## src/rtl/instruction_fetch_if.sv

```systemverilog
// instruction_fetch_if: memory request/response, branch redirect and decode handshake of the fetch stage
interface instruction_fetch_if;
  logic        redirect;
  logic [31:0] pc_target;
  logic        imem_req;
  logic [31:0] imem_addr;
  logic        imem_ack;
  logic [31:0] imem_rdata;
  logic [31:0] instr;
  logic [31:0] instr_pc;
  logic [31:0] pc_plus4;
  logic        instr_valid;
  logic        instr_ready;
  modport master (
    input  redirect, pc_target, imem_ack, imem_rdata, instr_ready,
    output imem_req, imem_addr, instr, instr_pc, pc_plus4, instr_valid
  );
  modport slave (
    output redirect, pc_target, imem_ack, imem_rdata, instr_ready,
    input  imem_req, imem_addr, instr, instr_pc, pc_plus4, instr_valid
  );
endinterface

```

## src/rtl/instruction_fetch.sv

```systemverilog
// instruction_fetch: one-outstanding-request fetch stage holding a single instruction for decode
module instruction_fetch #(
  parameter logic [31:0] RESET_PC = 32'h0000_0000
) (
  input  logic                       clk,
  input  logic                       rst_n,
  instruction_fetch_if.master        bus,
  output logic                       misalign_err,
  output logic [31:0]                fetch_count
);
  localparam logic [1:0] BOOT = 2'd0;
  localparam logic [1:0] REQ  = 2'd1;
  localparam logic [1:0] HOLD = 2'd2;
  logic [1:0]  state, state_nx;
  logic [31:0] pc, instr_q, instr_pc_q, pc_plus4_q;
  logic        req_q, valid_q, hs, redir, capture;
  assign hs      = valid_q & bus.instr_ready;
  assign redir   = bus.redirect & (state != BOOT);
  assign capture = (state == REQ) & bus.imem_ack & ~redir;
  assign bus.imem_req    = req_q;
  assign bus.imem_addr   = pc;
  assign bus.instr       = instr_q;
  assign bus.instr_pc    = instr_pc_q;
  assign bus.pc_plus4    = pc_plus4_q;
  assign bus.instr_valid = valid_q;
  // redirect outranks everything outside BOOT; HOLD leaves only on a handshake
  always_comb
    state_nx = (state == BOOT || redir) ? REQ :
               (state == REQ)           ? (bus.imem_ack ? HOLD : REQ) :
               (state == HOLD && !hs)   ? HOLD : REQ;
  // registered state, PC, held instruction and status; request/valid registered from next state
  always_ff @(posedge clk or negedge rst_n)
    if (!rst_n) begin
      state        <= BOOT;
      pc           <= {RESET_PC[31:2], 2'b00};
      instr_q      <= '0;
      instr_pc_q   <= '0;
      pc_plus4_q   <= 32'd4;
      req_q        <= 1'b0;
      valid_q      <= 1'b0;
      misalign_err <= 1'b0;
      fetch_count  <= '0;
    end else begin
      state   <= state_nx;
      req_q   <= state_nx == REQ;
      valid_q <= state_nx == HOLD;
      if (redir) pc <= {bus.pc_target[31:2], 2'b00};
      else if (capture) pc <= pc + 32'd4;
      if (capture) begin
        instr_q    <= bus.imem_rdata;
        instr_pc_q <= pc;
        pc_plus4_q <= pc + 32'd4;
      end
      if (redir && bus.pc_target[1:0] != 2'b00) misalign_err <= 1'b1;
      if (hs) fetch_count <= fetch_count + 32'd1;
    end
endmodule
```

## src/flat_wrapper.sv

```systemverilog
// flat-port wrapper written by rule: the top's interface ports become plain ports
module instruction_fetch_flat 
#(
  parameter logic [31:0] RESET_PC = 32'h0000_0000
)
  (clk, rst_n, misalign_err, fetch_count, bus_redirect, bus_pc_target, bus_imem_ack, bus_imem_rdata, bus_instr_ready, bus_imem_req, bus_imem_addr, bus_instr, bus_instr_pc, bus_pc_plus4, bus_instr_valid);
  instruction_fetch_if bus_i ();
  input  logic clk;
  input  logic rst_n;
  output logic misalign_err;
  output logic [31:0] fetch_count;
  input wire logic [$bits(bus_i.redirect)-1:0] bus_redirect;
  input wire logic [$bits(bus_i.pc_target)-1:0] bus_pc_target;
  input wire logic [$bits(bus_i.imem_ack)-1:0] bus_imem_ack;
  input wire logic [$bits(bus_i.imem_rdata)-1:0] bus_imem_rdata;
  input wire logic [$bits(bus_i.instr_ready)-1:0] bus_instr_ready;
  output wire logic [$bits(bus_i.imem_req)-1:0] bus_imem_req;
  output wire logic [$bits(bus_i.imem_addr)-1:0] bus_imem_addr;
  output wire logic [$bits(bus_i.instr)-1:0] bus_instr;
  output wire logic [$bits(bus_i.instr_pc)-1:0] bus_instr_pc;
  output wire logic [$bits(bus_i.pc_plus4)-1:0] bus_pc_plus4;
  output wire logic [$bits(bus_i.instr_valid)-1:0] bus_instr_valid;
  assign bus_i.redirect = bus_redirect;
  assign bus_i.pc_target = bus_pc_target;
  assign bus_i.imem_ack = bus_imem_ack;
  assign bus_i.imem_rdata = bus_imem_rdata;
  assign bus_i.instr_ready = bus_instr_ready;
  assign bus_imem_req = bus_i.imem_req;
  assign bus_imem_addr = bus_i.imem_addr;
  assign bus_instr = bus_i.instr;
  assign bus_instr_pc = bus_i.instr_pc;
  assign bus_pc_plus4 = bus_i.pc_plus4;
  assign bus_instr_valid = bus_i.instr_valid;
  instruction_fetch #(.RESET_PC(RESET_PC)) u_core (.clk(clk), .rst_n(rst_n), .bus(bus_i), .misalign_err(misalign_err), .fetch_count(fetch_count));
endmodule
```

## config.mk

```make
export PLATFORM = sky130hd
export DESIGN_NAME = instruction_fetch_flat
export DESIGN_NICKNAME = d
export VERILOG_FILES = /design/src/rtl/instruction_fetch_if.sv /design/src/rtl/instruction_fetch.sv /design/src/flat_wrapper.sv
export SDC_FILE = /design/constraint.sdc
export NUM_CORES = 1
export LEC_CHECK = 0
export ABC_AREA = 1
export CAP_MARGIN = 20
export CORE_MARGIN = 10
export CORE_UTILIZATION = 47
export CTS_CLUSTER_DIAMETER = 100
export CTS_CLUSTER_SIZE = 12
export DETAILED_ROUTE_END_ITERATION = 6
export PLACE_DENSITY = 0.87
export SLEW_MARGIN = 25
export SYNTH_ARGS = -nofsm -noshare
export SYNTH_HDL_FRONTEND = slang
export SYNTH_SLANG_ARGS = --single-unit
```

## constraint.sdc

```tcl
create_clock -name clk -period 1.6 [get_ports clk]
set_input_delay 0.48 -clock clk [delete_from_list [all_inputs] [get_ports clk]]
set_output_delay 0.48 -clock clk [all_outputs]
set_load 0.02 [all_outputs]
```

==> flow_summary.json <==
{
  "status": "complete, but fails checks",
  "violations": "negative setup slack",
  "peakVddDrop_mv": 0.8213,
  "die_h_um": 144.9,
  "yosys.area_share.simple": 0.3080,
  "setup.worst_path.end_class": "output port",
  "worstSkewPairLatency_ns": 0.43,
  "switching_share": 0.3341,
  "period_share": 1.018,
  "final_area_um2": 11350,
  "clkSinkCount": 159,
  "hp-start": "u_core.bus.instr[26]",
  "cts.clk_slew.worst_paths_ns": 0.06,
  "startpoint_type": "register",
  "critPathRequiredTime_ns": 1.12,
  "h-tree-depth": 4,
  "tritoncts": "yes",
  "drc": 0,
  "num_io_pins": 232,
  "hold_viol": 0,
  "core_area_um2": 15260,
  "numPortBuffers": 225,
  "antenna_found_initial": 0,
  "netlist_area_um2": 7330,
  "hold_depth": 2,
  "p_switching_uw": 4565,
  "numCtsBuffers": 17,
  "fp.dieArea_um2": 20990,
  "die_w_um": 144.9,
  "grt_max_degree": 47,
  "finalSetupViolCount": 8,
  "critPathBufInv": 2,
  "wire_per_inst_um": 17.72,
  "min_period_ns": 1.628,
  "yosys_warnings": 0,
  "dpl_cell_area_um2": 10550,
  "synth_edf_count": 0,
  "first_global_vias": 7558,
  "synthCells": 905,
  "seq_area_um2": 3988,
  "synth-xor-area-share": 0.03329,
  "hp-class": "reg -> reg",
  "timing.rr.start": "u_core.fetch_count[1]",
  "track_usage": 0.2357,
  "async_flop_share": 1.000,
  "drive_gt1_frac": 0.2878,
  "dp_hpwl_um": 18600,
  "slew_headroom": 0.6076,
  "p_total_uw": 13660,
  "max_stage_delay_ns": 0.42,
  "layout.nets": 1302,
  "cap_violations": 0,
  "placementRows": 45,
  "finalWirelength_um": 25780,
  "cp_num_cells": 2,
  "p_int_uw": 9098,
  "synth_compound_area_frac": 0.04473,
  "power_density_nw_per_um2": 1204,
  "rsz0062_at_grt": "true",
  "synth-seq-area-share": 0.5430,
  "synth_top_family_by_area": "simple AND/OR/NAND/NOR gates",
  "gr-total-overflow": 0,
  "cp-startpoint": "u_core.bus.imem_addr[3]",
  "pwr-share-comb": 0.301,
  "tightest_slew_ns": 0.5864,
  "clock-skew-final_ns": 0.01007,
  "postRouteAntennaNets": 0,
  "yosys_register_bits": 159,
  "gp_congestion": 0.9422,
  "n_fill_cell": 1059,
  "syn2layout_area_growth_pct": 54.88,
  "crit_chain": "buf_6 > buf_4",
  "crit_path_max_fanout": 4,
  "synth.distinct_cells": 31,
  "maxSlewViolCount": 0,
  "clockBufferDepth": 2,
  "synthMuxAreaShare": 0,
  "crit_arrival_ns": 1.15,
  "clkPwrFrac": 0.315,
  "grt_first_pass_wirelength_um": 38480,
  "vias_per_cell": 5.115,
  "path_class": "reg -> out",
  "root_buffer": "clkbuf_16",
  "initial_core_util": 0.4804,
  "timing.fmax_mhz": 614.2,
  "multi_input_area_um2": 3097,
  "cpMaxStageDelayCell": "dfrtp_1",
  "diodes": 0,
  "drt_iter0_drc": 619,
  "synthAdderAreaFrac": 0.003414,
  "rr_worst_depth": 9,
  "path_delay_family": "flip-flops",
  "avgSynthCellArea_um2": 8.099,
  "setup_slack_ns": -0.02821,
  "synth_flop_cell": "dfrtp_1",
  "vias": 7442,
  "power_leakage_uw": 0.005690,
  "dr.pass1.iters": 5,
  "sequentialPowerShare": 0.384
}
[through the flow]
step	util	setup TNS, ns	cells	hold slack (ns)	setup slack (ns)
6_report	0.7440	-0.1013	1455	0.4669	-0.02821
3_5_place_dp	0.6916	-46.86	1406	0.4421	-0.3875
2_1_floorplan	-	0	910	0.1844	0.01118
4_1_cts	0.7364	-0.01011	1440	0.4728	-0.01011
3_3_place_gp	0.6916	-39.38	1406	0.4372	-0.3263
5_1_grt	0.7440	-1.755	1455	0.4890	-0.1088
[cell usage after synthesis (5+ instances only)]
| cell | n | area, µm² |
|---|---|---|
| a21oi_1 | 7 | 35.03 |
| nor2_2 | 8 | 50.05 |
| nand3_1 | 48 | 240.2 |
| nor2_1 | 55 | 206.5 |
| inv_1 | 77 | 289.0 |
| nor3_1 | 5 | 25.02 |
| xnor2_1 | 10 | 87.58 |
| o21ai_0 | 37 | 185.2 |
| nor2_4 | 7 | 78.83 |
| buf_2 | 18 | 90.09 |
| nand2_1 | 395 | 1483 |
| nand4_1 | 11 | 68.82 |
| xor2_1 | 16 | 140.1 |
| dfrtp_1 | 158 | 3954 |
| o21ai_1 | 14 | 70.07 |
| buf_4 | 7 | 52.55 |
[timing repair]
action,in CTS,in global routing
gates cloned,0,1
hold buffers,1,0
resized for setup,458,113
pin swaps,0,25
hold endpoints to repair,3,0
setup endpoints to repair,172,114
setup buffers,1,14
[cells in the final DEF, fill, tap and decap left out, types with 2 or more instances in the layout]
master / instances
a21oi_1: 7
buf_12: 15
buf_2: 29
buf_4: 93
buf_6: 6
bufinv_16: 4
clkbuf_1: 4
clkbuf_16: 18
clkbuf_2: 32
clkbuf_8: 2
clkdlybuf4s15_1: 11
clkdlybuf4s15_2: 79
clkdlybuf4s50_1: 67
clkinv_2: 2
clkinv_4: 2
clkinvlp_4: 2
conb_1: 6
dfrtp_1: 152
dfrtp_2: 6
inv_1: 77
nand2_1: 386
nand2_2: 9
nand2_4: 4
nand3_1: 34
nand3_2: 17
nand3_4: 2
nand3b_1: 3
nand4_1: 11
nor2_1: 39
nor2_2: 15
nor2_4: 16
nor3_1: 5
o211ai_1: 3
o21ai_0: 32
o21ai_1: 19
xnor2_1: 10
xor2_1: 16
[path summary, 6_finish.rpt]
check	to	slack (ns)
setup / recovery	bus_imem_addr[3]	-0.03
hold / removal	u_core.bus.instr[26]	0.47
hold reg to reg	u_core.bus.instr[26]	0.47
max in group asynchronous	u_core.bus.pc_plus4[2]	0.45
setup reg to reg	u_core.fetch_count[30]	-0.02
min in group asynchronous	u_core.bus.pc_plus4[15]	0.55
[worst register-to-register path: stages (launching register included)]
cell	delay, ns
dfrtp_2	0.38
ha_2	0.21
nand3_2	0.11
nor2_4	0.16
nand3_4	0.09
nor2_4	0.18
buf_12	0.14
nand3_2	0.07
nand2_1	0.10
nand2_1	0.07
[state kept, by name (all words and copies together), names as in the netlist]
name                    cells
u_core.bus.instr_valid      1
u_core.bus.instr           32
u_core.fetch_count         32
u_core.bus.instr_pc        30
u_core.bus.pc_plus4        30
u_core.bus.imem_addr       30
u_core.state                2
u_core.bus.imem_req         1
u_core.misalign_err         1
[logic make-up after synthesis]
kind of cell             count (synthesis)
adder cells (fa/ha/maj)                  2
other                                    1
AND/OR/NAND/NOR                        541
XOR/XNOR                                27
flip-flops                             159
AO/OA/AOI/OAI                           63
buffers and inverters                  112
[power by group through the flow]
stage,Combinational (µW),Clock [µW],Sequential (µW)
after floorplan,966,0,6130
after global placement,4200,0,5260
after detailed placement,4310,0,5280
after CTS,4050,4340,5240
after global routing,4430,4550,5330
final,4110,4300,5250
[final cells by class]
class / instances / share of cell area
sequential: 159 / 0.3513
multi-input combinational: 639 / 0.2728
timing repair buffer: 334 / 0.2710
clock buffer: 23 / 0.04122
inverter: 80 / 0.02656
tap: 211 / 0.02326
clock inverter: 9 / 0.01389
[layer usage]
layer / share of wire / up-vias / global-route usage
met2: 0.51 / 337 / 0.4099
met1: 0.37 / 3571 / 0.2619
li1: - / 3452 / -
met5: 0 / - / 0
met4: 0.039 / 0 / 0.1133
met3: 0.075 / 82 / 0.06356
Power figures use the tool's default switching activity.
